--- src/rtl/line_pkg.sv ---
// rtl/line_pkg.sv - shared types and widths for the IR line-error datapath
package line_pkg;

  typedef enum logic [2:0] {
    IDLE,
    SETTLE,
    STRT_L,
    WAIT_L,
    STRT_R,
    WAIT_R,
    ACCUM,
    DONE
  } ir_state_t;

  localparam int NUM_PAIRS = 4;
  localparam int PAIR_W    = 2;
  localparam int RES_W     = 12;
  localparam int ACC_W     = 18;
  localparam int ERR_W     = 16;

  localparam logic [ERR_W-1:0] ERR_MAX = 16'h7FFF;
  localparam logic [ERR_W-1:0] ERR_MIN = 16'h8000;

endpackage

--- src/rtl/sat_s18_to_s16.sv ---
// rtl/sat_s18_to_s16.sv - clamp an 18-bit signed value into 16-bit signed range
module sat_s18_to_s16
  import line_pkg::*;
(
  input  logic [ACC_W-1:0] din,
  output logic [ERR_W-1:0] dout
);

  // The value fits when the three top bits agree (bit 15 is a true sign bit).
  always_comb begin
    if (din[ACC_W-1:ERR_W-1] == 3'b000 || din[ACC_W-1:ERR_W-1] == 3'b111) begin
      dout = din[ERR_W-1:0];
    end else if (din[ACC_W-1]) begin
      dout = ERR_MIN;
    end else begin
      dout = ERR_MAX;
    end
  end

endmodule

--- src/rtl/ir_err_calc.sv ---
// rtl/ir_err_calc.sv - sweeps four IR pairs through the A2D and publishes a saturated line error
module ir_err_calc
  import line_pkg::*;
#(
  parameter int SETTLE_CYCLES = 4096
) (
  input  logic                 clk,
  input  logic                 rst,
  input  logic                 go,
  input  logic [RES_W-1:0]     res,
  input  logic                 cnv_cmplt,
  output logic                 strt_cnv,
  output logic [2:0]           chnnl,
  output logic [NUM_PAIRS-1:0] IR_en,
  output logic                 err_vld,
  output logic [ERR_W-1:0]     error
);

  localparam int CNT_W = (SETTLE_CYCLES > 2) ? $clog2(SETTLE_CYCLES) : 1;
  localparam logic [CNT_W-1:0]  CNT_LAST  = CNT_W'(SETTLE_CYCLES - 1);
  localparam logic [PAIR_W-1:0] PAIR_LAST = PAIR_W'(NUM_PAIRS - 1);

  ir_state_t             state, nxt_state;
  logic [PAIR_W-1:0]     pair, nxt_pair;
  logic [CNT_W-1:0]      cnt, nxt_cnt;
  logic [ACC_W-1:0]      acc, nxt_acc;
  logic [RES_W-1:0]      l_res, nxt_l;
  logic [RES_W-1:0]      r_res, nxt_r;
  logic                  nxt_strt;
  logic [2:0]            nxt_chnnl;
  logic [NUM_PAIRS-1:0]  nxt_ir;
  logic                  nxt_vld;
  logic [ERR_W-1:0]      nxt_error;
  logic [ERR_W-1:0]      sat_err;
  logic                  abort;
  logic [RES_W:0]        diff;
  logic [ACC_W-1:0]      term;

  sat_s18_to_s16 u_sat (
    .din  (acc),
    .dout (sat_err)
  );

  // Left minus right as a 13-bit two's complement value, sign-extended then weighted by 2^pair.
  assign diff = {1'b0, l_res} - {1'b0, r_res};
  assign term = {{(ACC_W-RES_W-1){diff[RES_W]}}, diff} << pair;

  always_ff @(posedge clk or posedge rst) begin
    if (rst) begin
      state    <= IDLE;
      pair     <= '0;
      cnt      <= '0;
      acc      <= '0;
      l_res    <= '0;
      r_res    <= '0;
      strt_cnv <= 1'b0;
      chnnl    <= '0;
      IR_en    <= '0;
      err_vld  <= 1'b0;
      error    <= '0;
    end else begin
      state    <= nxt_state;
      pair     <= nxt_pair;
      cnt      <= nxt_cnt;
      acc      <= nxt_acc;
      l_res    <= nxt_l;
      r_res    <= nxt_r;
      strt_cnv <= nxt_strt;
      chnnl    <= nxt_chnnl;
      IR_en    <= nxt_ir;
      err_vld  <= nxt_vld;
      error    <= nxt_error;
    end
  end

  always_comb begin
    nxt_state = state;
    nxt_pair  = pair;
    nxt_cnt   = cnt;
    nxt_acc   = acc;
    nxt_l     = l_res;
    nxt_r     = r_res;
    nxt_strt  = 1'b0;
    nxt_chnnl = chnnl;
    nxt_ir    = IR_en;
    nxt_vld   = 1'b0;
    nxt_error = error;
    abort     = 1'b0;

    case (state)
      IDLE: begin
        if (go) begin
          nxt_state = SETTLE;
          nxt_pair  = '0;
          nxt_acc   = '0;
          nxt_cnt   = '0;
          nxt_ir    = 4'b0001;
        end
      end
      SETTLE: begin
        if (!go) begin
          abort = 1'b1;
        end else if (cnt == CNT_LAST) begin
          nxt_state = STRT_L;
          nxt_chnnl = {pair, 1'b0};
          nxt_strt  = 1'b1;
        end else begin
          nxt_cnt = cnt + 1'b1;
        end
      end
      STRT_L: begin
        if (!go) abort = 1'b1;
        else     nxt_state = WAIT_L;
      end
      // A conversion in flight is always allowed to finish before abandoning the sweep.
      WAIT_L: begin
        if (cnv_cmplt) begin
          nxt_l = res;
          if (!go) begin
            abort = 1'b1;
          end else begin
            nxt_state = STRT_R;
            nxt_chnnl = {pair, 1'b1};
            nxt_strt  = 1'b1;
          end
        end
      end
      STRT_R: begin
        if (!go) abort = 1'b1;
        else     nxt_state = WAIT_R;
      end
      WAIT_R: begin
        if (cnv_cmplt) begin
          nxt_r = res;
          if (!go) abort = 1'b1;
          else     nxt_state = ACCUM;
        end
      end
      ACCUM: begin
        if (!go) begin
          abort = 1'b1;
        end else begin
          nxt_acc = acc + term;
          if (pair == PAIR_LAST) begin
            nxt_state = DONE;
            nxt_ir    = '0;
          end else begin
            nxt_state = SETTLE;
            nxt_pair  = pair + 1'b1;
            nxt_cnt   = '0;
            nxt_ir    = 4'b0001 << (pair + 1'b1);
          end
        end
      end
      DONE: begin
        nxt_error = sat_err;
        nxt_vld   = 1'b1;
        nxt_acc   = '0;
        nxt_pair  = '0;
        nxt_cnt   = '0;
        if (go) begin
          nxt_state = SETTLE;
          nxt_ir    = 4'b0001;
        end else begin
          nxt_state = IDLE;
          nxt_ir    = '0;
          nxt_chnnl = '0;
        end
      end
      default: nxt_state = IDLE;
    endcase

    if (abort) begin
      nxt_state = IDLE;
      nxt_pair  = '0;
      nxt_acc   = '0;
      nxt_cnt   = '0;
      nxt_ir    = '0;
      nxt_chnnl = '0;
      nxt_strt  = 1'b0;
    end
  end

endmodule

--- config.mk ---
export PLATFORM = sky130hd
export DESIGN_NAME = ir_err_calc
export DESIGN_NICKNAME = d
export VERILOG_FILES = /design/src/rtl/line_pkg.sv /design/src/rtl/sat_s18_to_s16.sv /design/src/rtl/ir_err_calc.sv
export SDC_FILE = /design/constraint.sdc
export NUM_CORES = 1
export LEC_CHECK = 0
export BUFFER_PORTS_ARGS = -buffer_cell sky130_fd_sc_hd__buf_2
export CORE_ASPECT_RATIO = 1.75
export CORE_MARGIN = 2
export CORE_UTILIZATION = 40
export CTS_BUF_LIST = sky130_fd_sc_hd__clkbuf_8
export DETAILED_ROUTE_END_ITERATION = 6
export SYNTH_ARGS = -nofsm -noshare
export SYNTH_HDL_FRONTEND = slang
export SYNTH_SLANG_ARGS = --single-unit
--- constraint.sdc ---
create_clock -name clk -period 3.8 [get_ports clk]
set_input_delay 0.19 -clock clk [delete_from_list [all_inputs] [get_ports clk]]
set_output_delay 0.19 -clock clk [all_outputs]
set_load 0.02 [all_outputs]
After elaboration in Yosys (flattened, before gate mapping)
Cells that the tools add are included.

storage, ports and cells
  register bits after elaboration = 84
  input port bits = 16
  output and inout port bits = 25
  word-level logic and storage cells = 110

cells by class
  reduce and logical (&&, ||, !) cells = 15
  muxes and demuxes = 55
  eq/ne operators = 23
  shift operators = 2
  add/sub/neg operators = 4

operators with widths
  cell                     number
  $mux W12                 6
  $mux W18                 3
  $mux W3                  18
  $pmux W18 S3             1
  $pmux W12 S4             1
  $ne A3 B3 Y1 const B     13
  $mux W16                 2
  $pmux W3 S8              1
  $add A18 B18 Y18         1
  $shl A18 B2 Y18          1
  $mux W4                  4
  $eq A3 B3 Y1 const B     5
  $sub A12 B12 Y13         1
  $add A12 B1 Y12 const B  1
  $eq A12 B12 Y1 const B   1
  $pmux W4 S3              1
  $reduce_and A6 Y1        2
  $mux W1                  10
  $reduce_and A10 Y1       1
  $pmux W3 S3              1
  $mux W2                  4
  $reduce_bool A4 Y1       2
  $eq A3 B2 Y1 const B     2
  $logic_not A3 Y1         2
  other kinds (13)         15

Depth between registers and ports, before layout
Gate-level depths: netlist of run 1.

  depth in word-level cells = 6
  gate-level depth with buffers = 18
  gate-level depth less buffers = 18

By module
Synthesis of run 1 repeated with hierarchy kept, for this count alone.

unflattened totals
  cells, all modules = 640
  area total of the unflattened synthesis = 5785.5 sq um

modules (own cells, without submodules)
  module          cells an instance  instances  seq. area each (sq um)  area each (sq um)
  ir_err_calc     586                1          2102.0                  5465.2
  sat_s18_to_s16  54                 1          0.0                     320.3

Worst setup path after synthesis of run 1
OpenSTA, ideal clock, no wires.

  path type = register -> register
  start = register l_res[0]
  end = register acc[17]
  slack = -0.063 ns
  buffers on the path = 0
  period minus slack after synthesis = 3.863 ns
  required time = 3.720 ns
  arrival = 3.782 ns
  stages on the path, launching flop included = 17
  library setup time = 0.080 ns
  path through = dfrtp_1 -> inv_1 -> ha_1 -> fa_1 -> inv_1 -> a21oi_1 -> o211ai_2 -> a41oi_1 -> xnor2_1 -> mux4_2 -> ha_1 -> and3_1 -> a31o_2 -> o21a_1 -> o21ai_0 -> or4b_1 -> o211ai_2

between the ends
  longest elaborated chain between the ends = 6

RTL lines
  element                 line                text
  start, declared         ir_err_calc.sv:27   logic [RES_W-1:0] l_res, nxt_l;
  start signal, assigned  ir_err_calc.sv:66   l_res <= nxt_l;
  $sub A12 B12 Y13        ir_err_calc.sv:45   assign diff = {1'b0, l_res} - {1'b0, r_res};
  $shl A18 B2 Y18         ir_err_calc.sv:46   assign term = {{(ACC_W-RES_W-1){diff[RES_W]}}, diff} << pair;
  $add A18 B18 Y18        ir_err_calc.sv:143  nxt_acc = acc + term;
  $mux W18                ir_err_calc.sv:140  if (!go) begin
  $pmux W18 S3            ir_err_calc.sv:90   case (state)
  $mux W18                ir_err_calc.sv:173  if (abort) begin
  end signal, assigned    ir_err_calc.sv:65   acc <= nxt_acc;
  end, declared           ir_err_calc.sv:26   logic [ACC_W-1:0] acc, nxt_acc;

No other way between the ends. The select of a mux whose other input is x is not followed.
A chain may end at the register's enable or synchronous reset.

Worst setup path after layout of run 1
Same ends and word-level chain as after synthesis.

==> results of run 1 <==
## per-stage QoR
| step | hold WS [ns] | util | setup TNS [ns] | std cells | total power (W) |
|---|---|---|---|---|---|
| floorplan | 0.340 | - | 0 | 654 | 0.000975 |
| global placement | 0.389 | 0.458 | -0.142 | 888 | 0.000998 |
| detailed placement | 0.405 | 0.458 | -0.487 | 888 | 0.00100 |
| CTS | 0.0494 | 0.478 | -0.169 | 906 | 0.00181 |
| global route | 0.0534 | 0.495 | -0.650 | 912 | 0.00186 |
| finish | 0.0634 | 0.495 | -0.0956 | 912 | 0.00178 |
## flip-flops by register name, summed over array words and instances (netlist names)
register,flops
IR_en,4
acc,18
chnnl,3
cnt,12
err_vld,1
error,16
l_res,12
pair,2
r_res,12
state,3
strt_cnv,1
## power groups by stage
stage,Combinational [W],Clock [W],Sequential [W]
6_report,0.0000789,0.000802,0.000903
5_1_grt,0.0000909,0.000865,0.000904
4_1_cts,0.0000812,0.000828,0.000903
3_5_place_dp,0.0000801,0,0.000920
3_3_place_gp,0.0000781,0,0.000920
2_1_floorplan,0.0000564,0,0.000919
## worst max-delay path, cell delays in order (launching register included)
cell and delay, ns:
dfrtp_1 0.36, inv_1 0.05, ha_2 0.19, fa_2 0.37, inv_2 0.08, a21oi_4 0.06, o211ai_2 0.25, a41oi_2 0.18
xnor2_2 0.20, mux4_2 0.51, ha_4 0.25, a21oi_1 0.15, o21ai_1 0.08, a31o_2 0.24, o21a_1 0.22, o21ai_2 0.12
or4b_4 0.47, o211ai_2 0.07
## layout by cell type (no fill, tap or decap), types with 4 or more instances in the layout
master	count
nand2_1	87
dfrtp_1	84
o21ai_0	73
nor2_1	63
buf_4	53
buf_2	40
inv_1	34
ha_1	30
mux2_2	28
a21oi_1	24
xnor2_1	15
a21o_1	15
nand3_1	13
mux2i_1	10
nor3_1	10
clkbuf_8	10
o21ai_1	9
o21a_1	9
a22o_1	8
xor2_1	7
nor2b_1	7
o31ai_1	6
a21oi_2	5
and3_1	4
o21ai_2	4
ha_4	4
buf_6	4
## metal layers
layer / routed length, um / part of all wire
met1: 5090 / 0.39
met3: 361 / 0.028
met5: 0 / 0
met2: 7330 / 0.56
met4: 328 / 0.025
## cell families after synthesis
family                     Yosys count  synth area share
muxes                               41            0.0826
and+or+nand+nor                    211             0.166
buffers and inverters               70            0.0512
DFF                                 84             0.369
xor gates and xnor gates            23            0.0354
AOI/OAI and AO/OA                  188             0.212
adders and majority gates           37            0.0840
## what timing repair did
item                       4_1_cts  5_1_grt
resized for setup               10       42
setup endpoints to repair        5        8
setup buffers                    1        8
pin swaps                        4       23
hold buffers                     1        0
hold endpoints to repair         8        0
## cell type report
type	instances	area share
clock inverters	6	0.0162
well taps	177	0.0322
multi-input cells	500	0.511
inverters	37	0.0204
clock buffers	10	0.0200
flip-flops and latches	84	0.305
repair buffers	98	0.0949
## worst paths after layout
| check | start | to | slack, ns | depth (start not counted) |
|---|---|---|---|---|
| setup reg to reg | l_res[0]$_DFFE_PP0P_ | acc[17]$_DFFE_PP0P_ | -0.1 | 17 |
| min in group asynchronous | rst | IR_en[0]$_DFFE_PP0P_ | 0.52 | 3 |
| setup / recovery | l_res[0]$_DFFE_PP0P_ | acc[17]$_DFFE_PP0P_ | -0.1 | 17 |
| hold reg to reg | error[8]$_DFFE_PP0P_ | error[8]$_DFFE_PP0P_ | 0.48 | 2 |
| hold / removal | res[1] | r_res[1]$_DFFE_PP0P_ | 0.06 | 2 |
| max in group asynchronous | rst | error[0]$_DFFE_PP0P_ | 2.33 | 4 |
==> flow_metrics.py, run 1 <==
metrics = {
    "outcome": {
        "status": "finished with violations",
        "violations": "setup timing",
    },
    "synth": {
        "synth_cell_types": 66,
        "yosysSeqAreaShare": 0.369,
        "syn_inst": 654,
        "synth_nets": 707,
        "ys_warn_count": 0,
        "yosys.area.top_type": "dfrtp_1",
        "synth_seq_cells": 84,
        "avgSynthCellArea_um2": 8.70,
        "syn_area_um2": 5690,
        "synth_common_cells": "89 x nand2_1, 84 x dfrtp_1, 80 x o21ai_0, 63 x nor2_1, 36 x inv_1",
        "async_reset_ff_frac": 1.00,
        "post-synth-top-count-cell": "nand2_1",
        "synth_top_area_share": 0.369,
        "synthTopCellsByArea": "dfrtp_1 37%, ha_1 7.7%, o21ai_0 7.0%",
        "synth_ff_type": "dfrtp_1",
        "synth_edf_count": 0,
    },
    "floorplanning": {
        "die_h_um": 162,
        "core_area_um2": 13900,
        "start_util": 0.409,
        "dieWidth_um": 94.2,
        "io_pins": 41,
        "core.rowCount": 57,
        "dieArea_um2": 15200,
    },
    "placed_design": {
        "portBuffers": 40,
        "routabilityCongestion": 0.903,
        "place_ws_ns": -0.156,
        "place_area_um2": 6360,
        "hpwl_mm": 9.90,
    },
    "clock_tree": {
        "cts_htree_levels": 3,
        "cts_root_buffer": "clkbuf_8",
        "cts_sinks": 84,
        "numCtsBuffers": 9,
        "cts_max_path_buffers": 2,
        "clk_transition_reported_paths_ns": 0.09,
        "insertion_delay_ns": 0.37,
        "cts_tree": "yes",
    },
    "sta": {
        "period_share": 1.03,
        "max_freq_mhz": 257,
        "rsz0062_at_grt": "yes",
        "setup_viol": 1,
        "relSlewSlack": 0.372,
        "slew_violations": 0,
        "fin_ws_ns": -0.0956,
        "worst_pin_slew_ns": 0.941,
        "report.final.hold_viol_count": 0,
        "clock_skew_ns": 0.0111,
        "fin_crit_ns": 3.90,
    },
    "route": {
        "vias_per_cell": 5.34,
        "via_count": 4868,
        "routed_wl_mm": 13.1,
        "postRouteAntennaNets": 0,
        "drtIter0Drc": 103,
        "drc": 0,
        "firstDrtPassIters": 4,
        "wl_per_cell_um": 14.4,
    },
    "critical_path": {
        "end_kind": "flop",
        "cp.arrival_ns": 4.18,
        "cp-start-kind": "flop",
        "critical_path_class": "flop to flop",
        "critical_path_required_ns": 4.09,
        "critical_path_peak_fanout": 4,
    },
    "finish": {
        "stdcell_area_um2": 6890,
        "num-nets-final": 783,
        "synthToLayoutAreaGrowth_pct": 20.9,
        "insertedDiodeCount": 0,
        "multi_input_area_um2": 3520,
        "fillers": 1378,
        "drive_above_1_share": 0.264,
        "seq_area_um2": 2100,
    },
    "global_route": {
        "gr-total-overflow": 0,
        "gr-usage-all-layers": 0.181,
        "top_usage_layer": "met2",
        "antenna_found_initial": 0,
        "grt_pass1_vias": 4899,
        "grt_max_degree": 51,
        "grt_pass1_wl_mm": 22.2,
        "met1_usage": 0.186,
        "use_met2": 0.348,
        "use_met3": 0.0348,
    },
    "pwr": {
        "power_density_nw_per_um2": 259,
        "p_comb_frac": 0.044,
        "irDropWorstVdd_mv": 0.187,
        "p_sw_w": 0.000408,
        "swShare": 0.229,
        "intPower_w": 0.00138,
        "p_leak_nw": 3.35,
        "power.share.sequential": 0.506,
        "pwr-share-clk": 0.450,
    },
    "job": {
        "maxCapViolations": 0,
    },
    "min_path": {
        "min_path_type": "input pin to flop",
    },
}
Note: power is estimated with default switching activity, not from simulation.
==> inputs of run 2 (changes only) <==
--- a/config.mk
+++ b/config.mk
@@ -6,10 +6,9 @@
 export NUM_CORES = 1
 export LEC_CHECK = 0
 export BUFFER_PORTS_ARGS = -buffer_cell sky130_fd_sc_hd__buf_2
-export CORE_ASPECT_RATIO = 1.75
+export CORE_ASPECT_RATIO = 1.1
 export CORE_MARGIN = 2
 export CORE_UTILIZATION = 40
-export CTS_BUF_LIST = sky130_fd_sc_hd__clkbuf_8
 export DETAILED_ROUTE_END_ITERATION = 6
 export SYNTH_ARGS = -nofsm -noshare
 export SYNTH_HDL_FRONTEND = slang
==> run 2 against run 1 <==
The run ends with hold timing, setup timing left; hold slack got worse by 0.075 ns; wire length decreased by 3.5%; first-iteration DRC count increased by 73%; register-to-register slack improved by 0.06 ns; design area decreased by 1.3%; critical path type unchanged; largest cell class unchanged; highest routed layer unchanged.
==> flow_metrics.py, run 2 (synthesized netlist as in run 1, its figures left out) <==
metrics = {
    "critical_path": {
        "crit_path_top_delay_cell": "mux4_2",
        "critical_path_required_ns": 4.07,
        "crit_path_frequent_cell": "o21ai_2",
        "cp-start-kind": "flop",
        "end_kind": "flop",
        "cp.arrival_ns": 4.11,
        "critical_path_class": "flop to flop",
        "slowest_delay_ns": 0.50,
        "crit_family": "compound AO/OA/AOI/OAI gates",
        "r2r_start": "l_res[1]$_DFFE_PP0P_",
        "rrSetupSlack_ns": -0.04,
        "reg2reg_to": "acc[17]$_DFFE_PP0P_",
        "ff2ff_path_depth": 16,
        "critical_path_peak_fanout": 5,
        "path_cells": "ha_1 > nor2b_1 > o31a_1 > nor4_2 > o21ai_1 > a21oi_1 > xnor2_1 > mux4_2 > ha_4 > a21oi_2 > o21ai_2 > a31o_4 > o21a_1 > o21ai_2 > or4b_4 > o211ai_2",
        "path_buf_inv": 0,
    },
    "finish": {
        "biggestRegsByFlops": "acc x18, error x16",
        "fillers": 1339,
        "stdcell_area_um2": 6790,
        "max_flop_register": "acc",
        "insertedDiodeCount": 0,
        "drive_above_1_share": 0.244,
        "layout_commonest_cell": "nand2_1",
        "final_cell_mix": "89 x nand2_1, 84 x dfrtp_1, 73 x o21ai_0",
        "num-nets-final": 765,
        "largest_register_ffs": 18,
        "synthToLayoutAreaGrowth_pct": 19.3,
    },
    "global_route": {
        "gr-usage-all-layers": 0.174,
        "use_met2": 0.306,
        "use_met3": 0.0273,
        "antenna_found_initial": 0,
        "grt_pass1_wl_mm": 21.7,
        "gr-total-overflow": 0,
        "top_usage_layer": "met2",
        "grt_max_degree": 49,
        "met1_usage": 0.208,
        "grt_pass1_vias": 4669,
    },
    "sta": {
        "fin_ws_ns": -0.0369,
        "clock_skew_ns": 0.00610,
        "max_freq_mhz": 261,
        "setup_tns_ns": -0.0369,
        "rsz0062_at_grt": "yes",
        "timing.hold.ws_ns": -0.0116,
        "slew_violations": 0,
        "report.final.hold_viol_count": 44,
        "setup_viol": 1,
        "fin_crit_ns": 3.84,
        "period_share": 1.01,
        "worst_pin_slew_ns": 0.942,
        "relSlewSlack": 0.372,
    },
    "clock_tree": {
        "clk_transition_reported_paths_ns": 0.06,
        "cts_max_path_buffers": 2,
        "numCtsBuffers": 9,
        "cts_tree": "yes",
        "cts_sinks": 84,
        "hold_buffers": 0,
        "cts_htree_levels": 3,
        "insertion_delay_ns": 0.35,
        "cts_root_buffer": "clkbuf_16",
    },
    "route": {
        "drc": 0,
        "firstDrtPassIters": 4,
        "drtIter0Drc": 178,
        "postRouteAntennaNets": 0,
        "vias_per_cell": 5.21,
        "via_count": 4711,
        "routed_wl_mm": 12.7,
        "wl_per_cell_um": 14.0,
    },
    "floorplanning": {
        "dieWidth_um": 118,
        "die_h_um": 129,
        "core_area_um2": 13900,
        "core.rowCount": 45,
        "dieArea_um2": 15200,
        "start_util": 0.411,
        "io_pins": 41,
    },
    "min_path": {
        "min_path_type": "input pin to asynchronous set/reset pin",
    },
    "pwr": {
        "swShare": 0.204,
        "pwr-share-clk": 0.510,
        "power_density_nw_per_um2": 296,
        "power.share.sequential": 0.450,
        "p_sw_w": 0.000410,
        "p_comb_frac": 0.039,
        "p_leak_nw": 3.27,
        "irDropWorstVdd_mv": 0.156,
        "intPower_w": 0.00160,
    },
    "placed_design": {
        "routabilityCongestion": 0.827,
        "hpwl_mm": 9.37,
        "portBuffers": 40,
        "place_area_um2": 6260,
    },
    "job": {
        "maxCapViolations": 0,
    },
    "outcome": {
        "violations": "hold timing, setup timing",
        "status": "finished with violations",
    },
}
-- run 2: changes by cell type in the layout (fill, tap and decap cells not counted), moves of 2 or more --
| cell | previous run | this run |
|---|---|---|
| clkbuf_16 | 0 | 9 |
| clkbuf_8 | 10 | 2 |
| nand2_2 | 2 | 0 |
| buf_4 | 53 | 40 |
| a21oi_1 | 24 | 22 |
| a21oi_2 | 5 | 8 |
| nand2_1 | 87 | 89 |
| buf_6 | 4 | 0 |
| ha_1 | 30 | 32 |
| ha_4 | 4 | 2 |
-- run 2: power by group through the flow --
stage               clock network [W]  logic [W]  registers, W
floorplan                           0  0.0000564      0.000919
global placement                    0  0.0000789      0.000920
detailed placement                  0  0.0000811      0.000920
CTS                           0.00105  0.0000811      0.000904
global route                  0.00109  0.0000910      0.000905
finish                        0.00102  0.0000789      0.000904
-- run 2: how the worst max path moves through the flow --
| stage | start | endpoint | slack, ns | cells past startpoint |
|---|---|---|---|---|
| 2_1_floorplan | l_res[4]$_DFFE_PP0P_ | acc[17]$_DFFE_PP0P_ | 0.04 | 15 |
| 3_3_place_gp | l_res[0]$_DFFE_PP0P_ | acc[17]$_DFFE_PP0P_ | -0.004 | 17 |
| 3_5_place_dp | l_res[0]$_DFFE_PP0P_ | acc[13]$_DFFE_PP0P_ | -0.08 | 17 |
| 4_1_cts | l_res[1]$_DFFE_PP0P_ | acc[17]$_DFFE_PP0P_ | 0.002 | 15 |
| 5_1_grt | l_res[1]$_DFFE_PP0P_ | acc[17]$_DFFE_PP0P_ | -0.20 | 16 |
| 6_report | l_res[1]$_DFFE_PP0P_ | acc[17]$_DFFE_PP0P_ | -0.04 | 16 |
-- run 2: per-stage QoR --
step           worst slack [ns]  std cells  utilization  power [W]
3_5_place_dp            -0.0809        884        0.452    0.00100
4_1_cts                 0.00162        902        0.483    0.00204
5_1_grt                  -0.201        905        0.491    0.00208
6_report                -0.0369        905        0.491    0.00201
2_1_floorplan            0.0377        654            -   0.000975
3_3_place_gp           -0.00385        884        0.452   0.000999
-- run 2: routing by layer --
| layer | share of wire | up-vias | wire (um) |
|---|---|---|---|
| li1 | - | 2411 | - |
| met2 | 0.49 | 69 | 6170 |
| met5 | 0 | - | 0 |
| met1 | 0.46 | 2214 | 5880 |
| met3 | 0.026 | 17 | 331 |
| met4 | 0.021 | 0 | 272 |
-- run 2: repair_timing --
item / 4_1_cts / 5_1_grt
setup endpoints to repair: 3 / 9
pin swaps: 7 / 14
resized for setup: 17 / 24
setup buffers: 2 / 3
-- run 2: final cells by class --
type	instances	area (um^2)	area share
multi-input combinational	500	3460	0.510
sequential	84	2100	0.309
timing repair buffer	80	500	0.0737
clock buffer	12	256	0.0378
tap	188	235	0.0346
inverter	37	140	0.0206
clock inverter	4	95.1	0.0140
-- run 2: worst register-to-register path, cell delays in order, from the launching register on --
cell and delay (ns):
dfrtp_1 0.39, ha_1 0.28, nor2b_1 0.14, o31a_1 0.30, nor4_2 0.16, o21ai_1 0.10
a21oi_1 0.20, xnor2_1 0.10, mux4_2 0.50, ha_4 0.26, a21oi_2 0.15, o21ai_2 0.08
a31o_4 0.21, o21a_1 0.21, o21ai_2 0.15, or4b_4 0.47, o211ai_2 0.07
